File: config.mk
export PLATFORM = sky130hd
export DESIGN_NAME = multich_tap_delay_line
export DESIGN_NICKNAME = d
export VERILOG_FILES = /design/src/rtl/eq_dsp_pkg.sv /design/src/rtl/tap_ring_buffer.sv /design/src/rtl/multich_tap_delay_line.sv
export SDC_FILE = /design/constraint.sdc
export NUM_CORES = 2
export LEC_CHECK = 0
export ABC_CLOCK_PERIOD_IN_PS = 5400
export CORE_MARGIN = 2
export CORE_UTILIZATION = 38
export DETAILED_ROUTE_END_ITERATION = 10
export MAX_ROUTING_LAYER = met4
export PLACE_DENSITY_LB_ADDON = 0.12
export SYNTH_ARGS = -nofsm -noshare
export SYNTH_HDL_FRONTEND = slang
export SYNTH_SLANG_ARGS = --single-unit
File: constraint.sdc
create_clock -name clk -period 5.4 [get_ports clk]
set_clock_uncertainty 0.05 [all_clocks]
set_input_delay 0.81 -clock clk [delete_from_list [all_inputs] [get_ports clk]]
set_output_delay 0.81 -clock clk [all_outputs]
set_load 0.05 [all_outputs]
File: src/rtl/eq_dsp_pkg.sv
// Shared definitions for the equalizer DSP blocks: sample format, default
// delay-line geometry and the tap-scan FSM encoding.
package eq_dsp_pkg;

    localparam int SAMPLE_W       = 16;
    localparam int DEFAULT_DEPTH  = 64;
    localparam int DEFAULT_NUM_CH = 2;

    typedef enum logic {
        ST_IDLE = 1'b0,
        ST_SCAN = 1'b1
    } scan_state_e;

    typedef logic signed [SAMPLE_W-1:0] sample_t;

    // A single-channel build still needs a 1-bit channel field.
    function automatic int chWidth(input int numCh);
        return (numCh > 1) ? $clog2(numCh) : 1;
    endfunction

endpackage

File: src/rtl/tap_ring_buffer.sv
// One channel of history: DEPTH-entry circular buffer with write pointer,
// saturating fill count and NUM_RD asynchronous tap-fetch ports.
module tap_ring_buffer
    import eq_dsp_pkg::*;
#(
    parameter int DATA_W = SAMPLE_W,
    parameter int DEPTH  = DEFAULT_DEPTH,
    parameter int NUM_RD = 2,
    localparam int IDX_W = $clog2(DEPTH)
) (
    input  logic                     clk,
    input  logic                     rst_n,
    input  logic                     flush_i,
    input  logic                     wr_en_i,
    input  logic signed [DATA_W-1:0] wr_data_i,
    input  logic        [IDX_W-1:0]  rd_idx_i  [NUM_RD],
    output logic signed [DATA_W-1:0] rd_data_o [NUM_RD]
);

    localparam logic [IDX_W:0] FILL_FULL = (IDX_W+1)'(DEPTH);

    logic signed [DATA_W-1:0] mem_q [DEPTH];
    logic [IDX_W-1:0] wrPtr_q, wrPtr_d;
    logic [IDX_W:0]   fill_q, fill_d;

    always_comb begin
        wrPtr_d = wrPtr_q;
        fill_d  = fill_q;
        if (flush_i) begin
            wrPtr_d = '0;
            fill_d  = '0;
        end else if (wr_en_i) begin
            wrPtr_d = wrPtr_q + 1'b1;
            if (fill_q != FILL_FULL) begin
                fill_d = fill_q + 1'b1;
            end
        end
    end

    always_ff @(posedge clk or negedge rst_n) begin
        if (!rst_n) begin
            wrPtr_q <= '0;
            fill_q  <= '0;
        end else begin
            wrPtr_q <= wrPtr_d;
            fill_q  <= fill_d;
        end
    end

    // Storage needs no reset: entries beyond the fill count are never exposed.
    always_ff @(posedge clk) begin
        if (wr_en_i && !flush_i) begin
            mem_q[wrPtr_d] <= wr_data_i;
        end
    end

    for (genvar r = 0; r < NUM_RD; r++) begin : gRd
        assign rd_data_o[r] = ({1'b0, rd_idx_i[r]} < fill_q) ? mem_q[wrPtr_q - rd_idx_i[r]] : '0;
    end

endmodule

File: src/rtl/multich_tap_delay_line.sv
// Multi-channel tap delay line: accepts one sample, then streams every tap newest-first.
// Define SYMMETRIC_TAP_EN to stream DEPTH/2 pre-added symmetric tap pairs instead.
module multich_tap_delay_line
    import eq_dsp_pkg::*;
#(
    parameter int DATA_W = SAMPLE_W,
    parameter int DEPTH  = DEFAULT_DEPTH,
    parameter int NUM_CH = DEFAULT_NUM_CH,
    localparam int CH_W  = chWidth(NUM_CH),
    localparam int IDX_W = $clog2(DEPTH),
`ifdef SYMMETRIC_TAP_EN
    localparam int TAP_W = DATA_W + 1,
    localparam int NTAP  = DEPTH / 2,
    localparam int NRD   = 2
`else
    localparam int TAP_W = DATA_W,
    localparam int NTAP  = DEPTH,
    localparam int NRD   = 1
`endif
) (
    input  logic              clk,
    input  logic              rst_n,
    input  logic              i_valid,
    output logic              o_ready,
    input  logic [CH_W-1:0]   i_ch,
    input  logic [DATA_W-1:0] i_sample,
    input  logic              i_flush,
    output logic              o_tap_valid,
    output logic              o_tap_last,
    output logic [IDX_W-1:0]  o_tap_idx,
    output logic [CH_W-1:0]   o_tap_ch,
    output logic [TAP_W-1:0]  o_tap,
    output logic              o_ch_err
);

    scan_state_e      state_q, state_d;
    logic [IDX_W-1:0] tapCnt_q, tapCnt_d;
    logic [CH_W-1:0]  scanCh_q, scanCh_d;
    logic             chErr_q, chErr_d;

    logic consume, chOk, accept, lastTap;
    logic [IDX_W-1:0]         rdIdx  [NRD];
    logic signed [DATA_W-1:0] rdData [NUM_CH][NRD];
    logic [TAP_W-1:0]         tapValue;

    assign o_ready = (state_q == ST_IDLE) & ~i_flush;
    assign chOk    = int'(i_ch) < NUM_CH;
    assign consume = i_valid & o_ready;
    assign accept  = consume & chOk;
    assign lastTap = (tapCnt_q == IDX_W'(NTAP - 1));

    for (genvar c = 0; c < NUM_CH; c++) begin : gCh
        tap_ring_buffer #(
            .DATA_W (DATA_W),
            .DEPTH  (DEPTH),
            .NUM_RD (NRD)
        ) uRing (
            .clk       (clk),
            .rst_n     (rst_n),
            .flush_i   (i_flush),
            .wr_en_i   (accept && (int'(i_ch) == c)),
            .wr_data_i (i_sample),
            .rd_idx_i  (rdIdx),
            .rd_data_o (rdData[c])
        );
    end

    assign rdIdx[0] = tapCnt_q;
`ifdef SYMMETRIC_TAP_EN
    // Mirror tap DEPTH-1-k is the bitwise complement of k for a power-of-2 depth.
    assign rdIdx[1] = ~tapCnt_q;
    assign tapValue = {rdData[scanCh_q][0][DATA_W-1], rdData[scanCh_q][0]}
                    + {rdData[scanCh_q][1][DATA_W-1], rdData[scanCh_q][1]};
`else
    assign tapValue = rdData[scanCh_q][0];
`endif

    always_ff @(posedge clk or negedge rst_n) begin
        if (!rst_n) begin
            state_q  <= ST_IDLE;
            tapCnt_q <= '0;
            scanCh_q <= '0;
            chErr_q  <= 1'b0;
        end else begin
            state_q  <= state_d;
            tapCnt_q <= tapCnt_d;
            scanCh_q <= scanCh_d;
            chErr_q  <= chErr_d;
        end
    end

    always_comb begin
        state_d  = state_q;
        tapCnt_d = tapCnt_q;
        scanCh_d = scanCh_q;
        chErr_d  = consume & ~chOk;
        if (i_flush) begin
            state_d  = ST_IDLE;
            tapCnt_d = '0;
        end else begin
            case (state_q)
                ST_IDLE: begin
                    if (accept) begin
                        state_d  = ST_SCAN;
                        tapCnt_d = '0;
                        scanCh_d = i_ch;
                    end
                end
                ST_SCAN: begin
                    if (lastTap) begin
                        state_d  = ST_IDLE;
                        tapCnt_d = '0;
                    end else begin
                        tapCnt_d = tapCnt_q + 1'b1;
                    end
                end
                default: state_d = ST_IDLE;
            endcase
        end
    end

    always_comb begin
        o_tap_valid = (state_q == ST_SCAN);
        o_tap_last  = o_tap_valid & lastTap;
        o_tap_idx   = o_tap_valid ? tapCnt_q : '0;
        o_tap_ch    = o_tap_valid ? scanCh_q : '0;
        o_tap       = o_tap_valid ? tapValue : '0;
        o_ch_err    = chErr_q;
    end

endmodule

# Yosys cells after proc, flatten, opt, wreduce, memory -nomap -nowiden
# Memories as Yosys holds them, arrays and structs flattened.
# Cells that the tools add are included.
[totals]
ramBits = 2048
reg_bits = 34
output_inout_bits = 27
memories = 2
in_bits = 21
word_cells = 72
[memory_table]
columns = ["name", "words", "word_bits", "rd", "rd_clocked_by_memory_dff", "wr", "line", "rtl"]
rows = [
  ["gCh[0].uRing.mem_q", 64, 16, 1, 0, 1, "tap_ring_buffer.sv:22", "logic signed [DATA_W-1:0] mem_q [DEPTH];"],
  ["gCh[1].uRing.mem_q", 64, 16, 1, 0, 1, "tap_ring_buffer.sv:22", ""],
]
[op_classes]
n_reduce_logical = 12
mux = 30
eq_ne = 4
magnitude_cmp = 3
add_sub_neg = 7
bitwise = 7
[ops]
columns = ["op", "count"]
rows = [
  ["16-bit two-way mux", 6],
  ["6-bit two-way mux", 8],
  ["7-bit two-way mux", 6],
  ["6-bit by 1-bit adder with 6-bit output, second input constant", 3],
  ["7-bit by 1-bit adder with 7-bit output, second input constant", 2],
  ["6-bit by 7-bit < comparator with 1-bit output", 2],
  ["7-bit inequality test, second input constant", 2],
  ["6-bit one-hot mux with 2 select lines", 1],
  ["6-bit subtractor", 2],
  ["1-bit two-way mux", 8],
  ["2-bit nonzero test", 4],
  ["6-bit == test, second input constant", 1],
  ["1-bit logical AND", 4],
  ["2-bit AND reduction", 2],
  ["1-bit AND", 3],
  ["3-bit inequality test, second input constant", 1],
  ["1-bit NOT", 3],
  ["3-bit AND reduction", 1],
  ["2-bit greater-or-equal comparator, second input constant", 1],
  ["1-bit NOT with 2-bit output", 1],
  ["1-bit one-hot mux with 2 select lines", 1],
  ["1-bit logical NOT", 1],
]

# Longest topological paths before layout
[logic_depth]
word_depth = 7
depth_mapped = 14
mapped_depth_nobuf = 10

# Modules after synthesis
# Synthesis repeated with hierarchy kept, for this count alone.
[unflattened]
cells_unflattened = 4101
hier_area_um2 = 81665.8
[modules_own_cells]
columns = ["mod", "seq_area_each_um2", "cells_per_inst", "instances", "area_each_um2"]
rows = [
  ["tap_ring_buffer at gCh[1].uRing", 31074.8, 2004, 1, 40478.8],
  ["tap_ring_buffer at gCh[0].uRing", 31074.8, 2005, 1, 40463.8],
  ["multich_tap_delay_line", 200.2, 92, 1, 723.2],
]

# Worst setup path after synthesis
# OpenSTA, ideal clock, no wires.
[synth_path]
path_type = "reg-to-output"
from = "register gCh[1].uRing.wrPtr_q[0]"
to = "output port o_tap[0]"
path_buffers = 3
path_stages_with_launch = 12
t_required_ns = 4.540
path_slack_ns = 0.944
arrival_time_ns = 3.596
cell_sequence = "dfrtp_1 clkbuf_1 inv_1 ha_1 fa_1 buf_2 clkbuf_1 mux4_2 nand2_1 a32o_1 o41ai_1 a2bb2oi_1"
[synth_between]
elab_chain_cells = 7
[synth_lines]
columns = ["item", "line", "rtl"]
rows = [
  ["start: declaration", "tap_ring_buffer.sv:23", "logic [IDX_W-1:0] wrPtr_q, wrPtr_d;"],
  ["start signal: assignment", "tap_ring_buffer.sv:45", "wrPtr_q <= wrPtr_d;"],
  ["6-bit subtractor", "tap_ring_buffer.sv:58", "assign rd_data_o[r] = ({1'b0, rd_idx_i[r]} < fill_q) ? mem_q[wrPtr_q - rd_idx_i[r]] : '0;"],
  ["memory 64 x 16 bit", "-", ""],
  ["16-bit two-way mux", "tap_ring_buffer.sv:58", ""],
  ["16-bit two-way mux (implied by the code) (3 in series)", "multich_tap_delay_line.sv:75", "assign tapValue = rdData[scanCh_q][0];"],
  ["16-bit two-way mux", "multich_tap_delay_line.sv:127", "o_tap = o_tap_valid ? tapValue : '0;"],
  ["end: declaration", "multich_tap_delay_line.sv:32", "output logic [TAP_W-1:0] o_tap,"],
]
# No other way between the ends. The select of a mux whose other input is x is not followed.

# Final worst setup path
[layout_path]
from = "register tapCnt_q[0] (netlist: rdIdx[0])"
to = "output port o_tap[14]"
[layout_between]
elab_chain_cells = 7
word_cells_on_any_way = 12
cone_classes = "add/sub (2); order compare (2); mux (6); memory (2)"
[layout_lines]
columns = ["item", "line", "rtl"]
rows = [
  ["start: declaration", "multich_tap_delay_line.sv:37", "logic [IDX_W-1:0] tapCnt_q, tapCnt_d;"],
  ["start signal: assignment", "multich_tap_delay_line.sv:86", "tapCnt_q <= tapCnt_d;"],
  ["6-bit subtractor", "tap_ring_buffer.sv:58", ""],
  ["memory 64 x 16 bit", "-", ""],
  ["16-bit two-way mux", "tap_ring_buffer.sv:58", ""],
  ["16-bit two-way mux (implied by the code) (*) (3 in series)", "multich_tap_delay_line.sv:75", ""],
  ["16-bit two-way mux (*)", "multich_tap_delay_line.sv:127", ""],
]
# Mark *: on every way between the ends. The rest lies on a longest branch, timed or not. The select of a mux whose other input is x is not followed.

==> impl_metrics.env <==
export IMPL_status="finished, violations left"
export IMPL_failed_checks="setup timing"
export IMPL_synth_area_leaders="edfxtp_1 75%, mux4_2 14%, nand2_1 1.3%"
export IMPL_p_per_area_nw_per_um2=380
export IMPL_io_pins=48
export IMPL_dp_cells=7022
export IMPL_hold_viol=0
export IMPL_route_vias_total=42200
export IMPL_critPathCaptureType="output port"
export IMPL_cp_endpoint="o_tap[14]"
export IMPL_rsz0062_at_grt="yes"
export IMPL_gp_congestion=0.812
export IMPL_rows=170
export IMPL_clkTransAtPathRegs_ns=0.07
export IMPL_grt_overflow=0
export IMPL_drt_wl_total_um=240000
export IMPL_die_h_um=468
export IMPL_cts_tree="yes"
export IMPL_crit_slowest_cell="fa_4"
export IMPL_cts_root_buf="clkbuf_16"
export IMPL_syn_num_nets=3996
export IMPL_path_max_fanout=11
export IMPL_vias_per_cell=5.62
export IMPL_startpoint_type="flop"
export IMPL_synth_area_leader_cell="edfxtp_1"
export IMPL_ys_ff_latch=2082
export IMPL_worstMarginPinSlew_ns=1.19
export IMPL_core_area_um2=214000
export IMPL_r2r_end="gCh[1].uRing.mem_q[52][3]"
export IMPL_max_freq_ghz=0.177
export IMPL_ir_drop_uv=370
export IMPL_synth_top_area_share=0.751
export IMPL_netlist_top_cells_count="2,048 x edfxtp_1, 518 x mux4_2, 289 x nand2_1"
export IMPL_clk_latency_ns=0.85
export IMPL_min_period_over_period=1.05
export IMPL_drtAntennaViolNets=0
export IMPL_syn2layout_area_growth_pct=20.5
export IMPL_r2r_slack_ns=1.52
export IMPL_maxSlewHeadroom=0.204
export IMPL_critPathArrivalTime_ns=4.79
export IMPL_die_area_um2=219000
export IMPL_async_reset_ff_frac=0.0163
export IMPL_power_leakage_nw=31.8
export IMPL_synth_edf_count=2048
export IMPL_portBuffers=46
export IMPL_placed_area_um2=88600
export IMPL_whs_ns=0.0210
export IMPL_final_nets=4533
export IMPL_clk_path_buf_depth=3
export IMPL_crit_chain="ha_4 > fa_4 > buf_8 > bufbuf_16 > buf_16 > mux4_2 > a2111oi_2 > a311oi_1 > o21bai_2 > nand4_1 > buf_6"
export IMPL_clock_sinks=2082
export IMPL_grt_pass1_wl_um=336000
export IMPL_cts_buffers=211
export IMPL_hpwlAfterDp_um=140000
export IMPL_initial_core_util=0.382
export IMPL_wire_per_inst_um=32.0
export IMPL_synth_area_um2=81900
export IMPL_drc_errors=0
export IMPL_grt_usage=0.224
export IMPL_setup_ws_ns=-0.247
export IMPL_yosysSeqAreaShare=0.761
export IMPL_slew_violations=0
export IMPL_htree_levels=4
export IMPL_grt_pass1_vias=42700
export IMPL_cp_data_required_time_ns=4.54
export IMPL_fp_dieW_um=468
export IMPL_yosysWarnings=0
export IMPL_layout_cells_non_filler=7501
export IMPL_netlist_instances=3946
export IMPL_fin_util=0.460
export IMPL_fin_area_um2=98700
export IMPL_synth_main_ff_cell="edfxtp_1"
export IMPL_rr_startpoint="o_tap_valid"
export IMPL_critPathLaunch="rdIdx[0]"
export IMPL_synth_most_common_cell="edfxtp_1"
export IMPL_min_path_type="input pin to asynchronous set/reset pin"
export IMPL_dr_first_iter_drc_count=4373
export IMPL_drv_cap=0
export IMPL_setup_viol=15
export IMPL_reg2regPathDepth=7
export IMPL_firstDrtPassIters=5
export IMPL_synth_cell_types=64
export IMPL_slowest_delay_ns=0.90
export IMPL_min_period_ns=5.65
export IMPL_criticalPathCategory="flop to output port"
export IMPL_grt_max_degree=129
export IMPL_p_total_mw=37.5
export IMPL_drive_above_1_share=0.336
export IMPL_antenna_found_initial=9
export IMPL_syn_avg_cell_area_um2=20.8
-- worst max-delay path, delay by kind of cell (launching register included) --
| kind | cells | cell delay [ns] |
|---|---|---|
| buffers and inverters | 4 | 0.90 |
| AO/OA/AOI/OAI | 3 | 0.77 |
| AND/OR/NAND/NOR | 1 | 0.35 |
| flip-flops | 1 | 0.46 |
| multiplexers | 1 | 0.36 |
| adder cells (fa/ha/maj) | 2 | 1.08 |
-- repair_timing --
action | 4_1_cts | 5_1_grt
hold buffers | 0 | 0
buffers inserted | 41 | 25
resized for setup | 309 | 159
endpoints found under the setup margin | 16 | 16
pin swaps | 64 | 81
gates cloned | 17 | 9
-- layout make-up --
| type | count | area, um^2 |
|---|---|---|
| antenna | 9 | 22.5 |
| sequential | 2082 | 62400 |
| tap | 2838 | 3550 |
| clock inverter | 119 | 1040 |
| clock buffer | 265 | 5610 |
| fill | 18200 | 116000 |
| timing repair buffer | 552 | 5660 |
| multi-input combinational | 1606 | 20400 |
| inverter | 30 | 113 |
-- layout by cell type (no fill, tap or decap), drive strengths merged, types with 37 or more instances in the layout --
master	count
inv	37
mux4	518
clkbuf	274
clkinv	91
buf	524
nor2	170
a2111oi	108
o21bai	52
nand2	289
nand4	37
and2	115
edfxtp	2048
a311oi	104
-- sequential cells by signal (all words and copies together), names as in the netlist --
name,count
gCh.uRing.fill_q,14
gCh.uRing.mem_q,2048
gCh.uRing.wrPtr_q,12
o_tap_valid,1
rdIdx,6
scanCh_q,1
-- logic make-up (layout without fill, tap and decap cells) --
logic type,Yosys count,in the layout,synth area share
AOI/OAI and AO/OA,342,343,0.0341
buffers and inverters,260,966,0.0149
muxes,534,534,0.144
other,1,10,0.0000458
xor gates and xnor gates,30,31,0.00321
adders and majority gates,29,29,0.00461
and+or+nand+nor,668,668,0.0373
DFF,2082,2082,0.761
-- worst min-delay path by stage --
stage / startpoint / end / slack (ns)
after floorplan: rst_n / gCh[0].uRing.fill_q[0] / 0.46
after global routing: rst_n / gCh[0].uRing.wrPtr_q[0] / 0.06
after CTS: rst_n / gCh[0].uRing.wrPtr_q[5] / 0.003
final: rst_n / gCh[0].uRing.wrPtr_q[5] / 0.02
after detailed placement: gCh[1].uRing.fill_q[1] / gCh[1].uRing.fill_q[1] / 0.51
after global placement: gCh[0].uRing.fill_q[1] / gCh[0].uRing.fill_q[1] / 0.49
-- per-layer routing --
metal	up-vias	track usage	wire (um)
met5	-	-	0
met3	264	0.0265	11300
li1	17600	-	-
met2	1194	0.367	121000
met1	23100	0.303	103000
met4	0	0.0452	4430
-- through the flow --
step	TNS [ns]	worst slack (ns)
final	-2.70	-0.247
after global routing	-4.42	-0.327
after CTS	-5.87	-0.416
after detailed placement	-2.27	-0.783
after global placement	-2.88	-0.806
after floorplan	0	0.944
-- power breakdown --
part | total [mW] | switching (mW) | internal (mW)
Clock | 14.3 | 6.15 | 8.12
Sequential | 17.8 | 0.0169 | 17.8
Combinational | 5.46 | 3.05 | 2.41
Power figures use the tool's default switching activity.
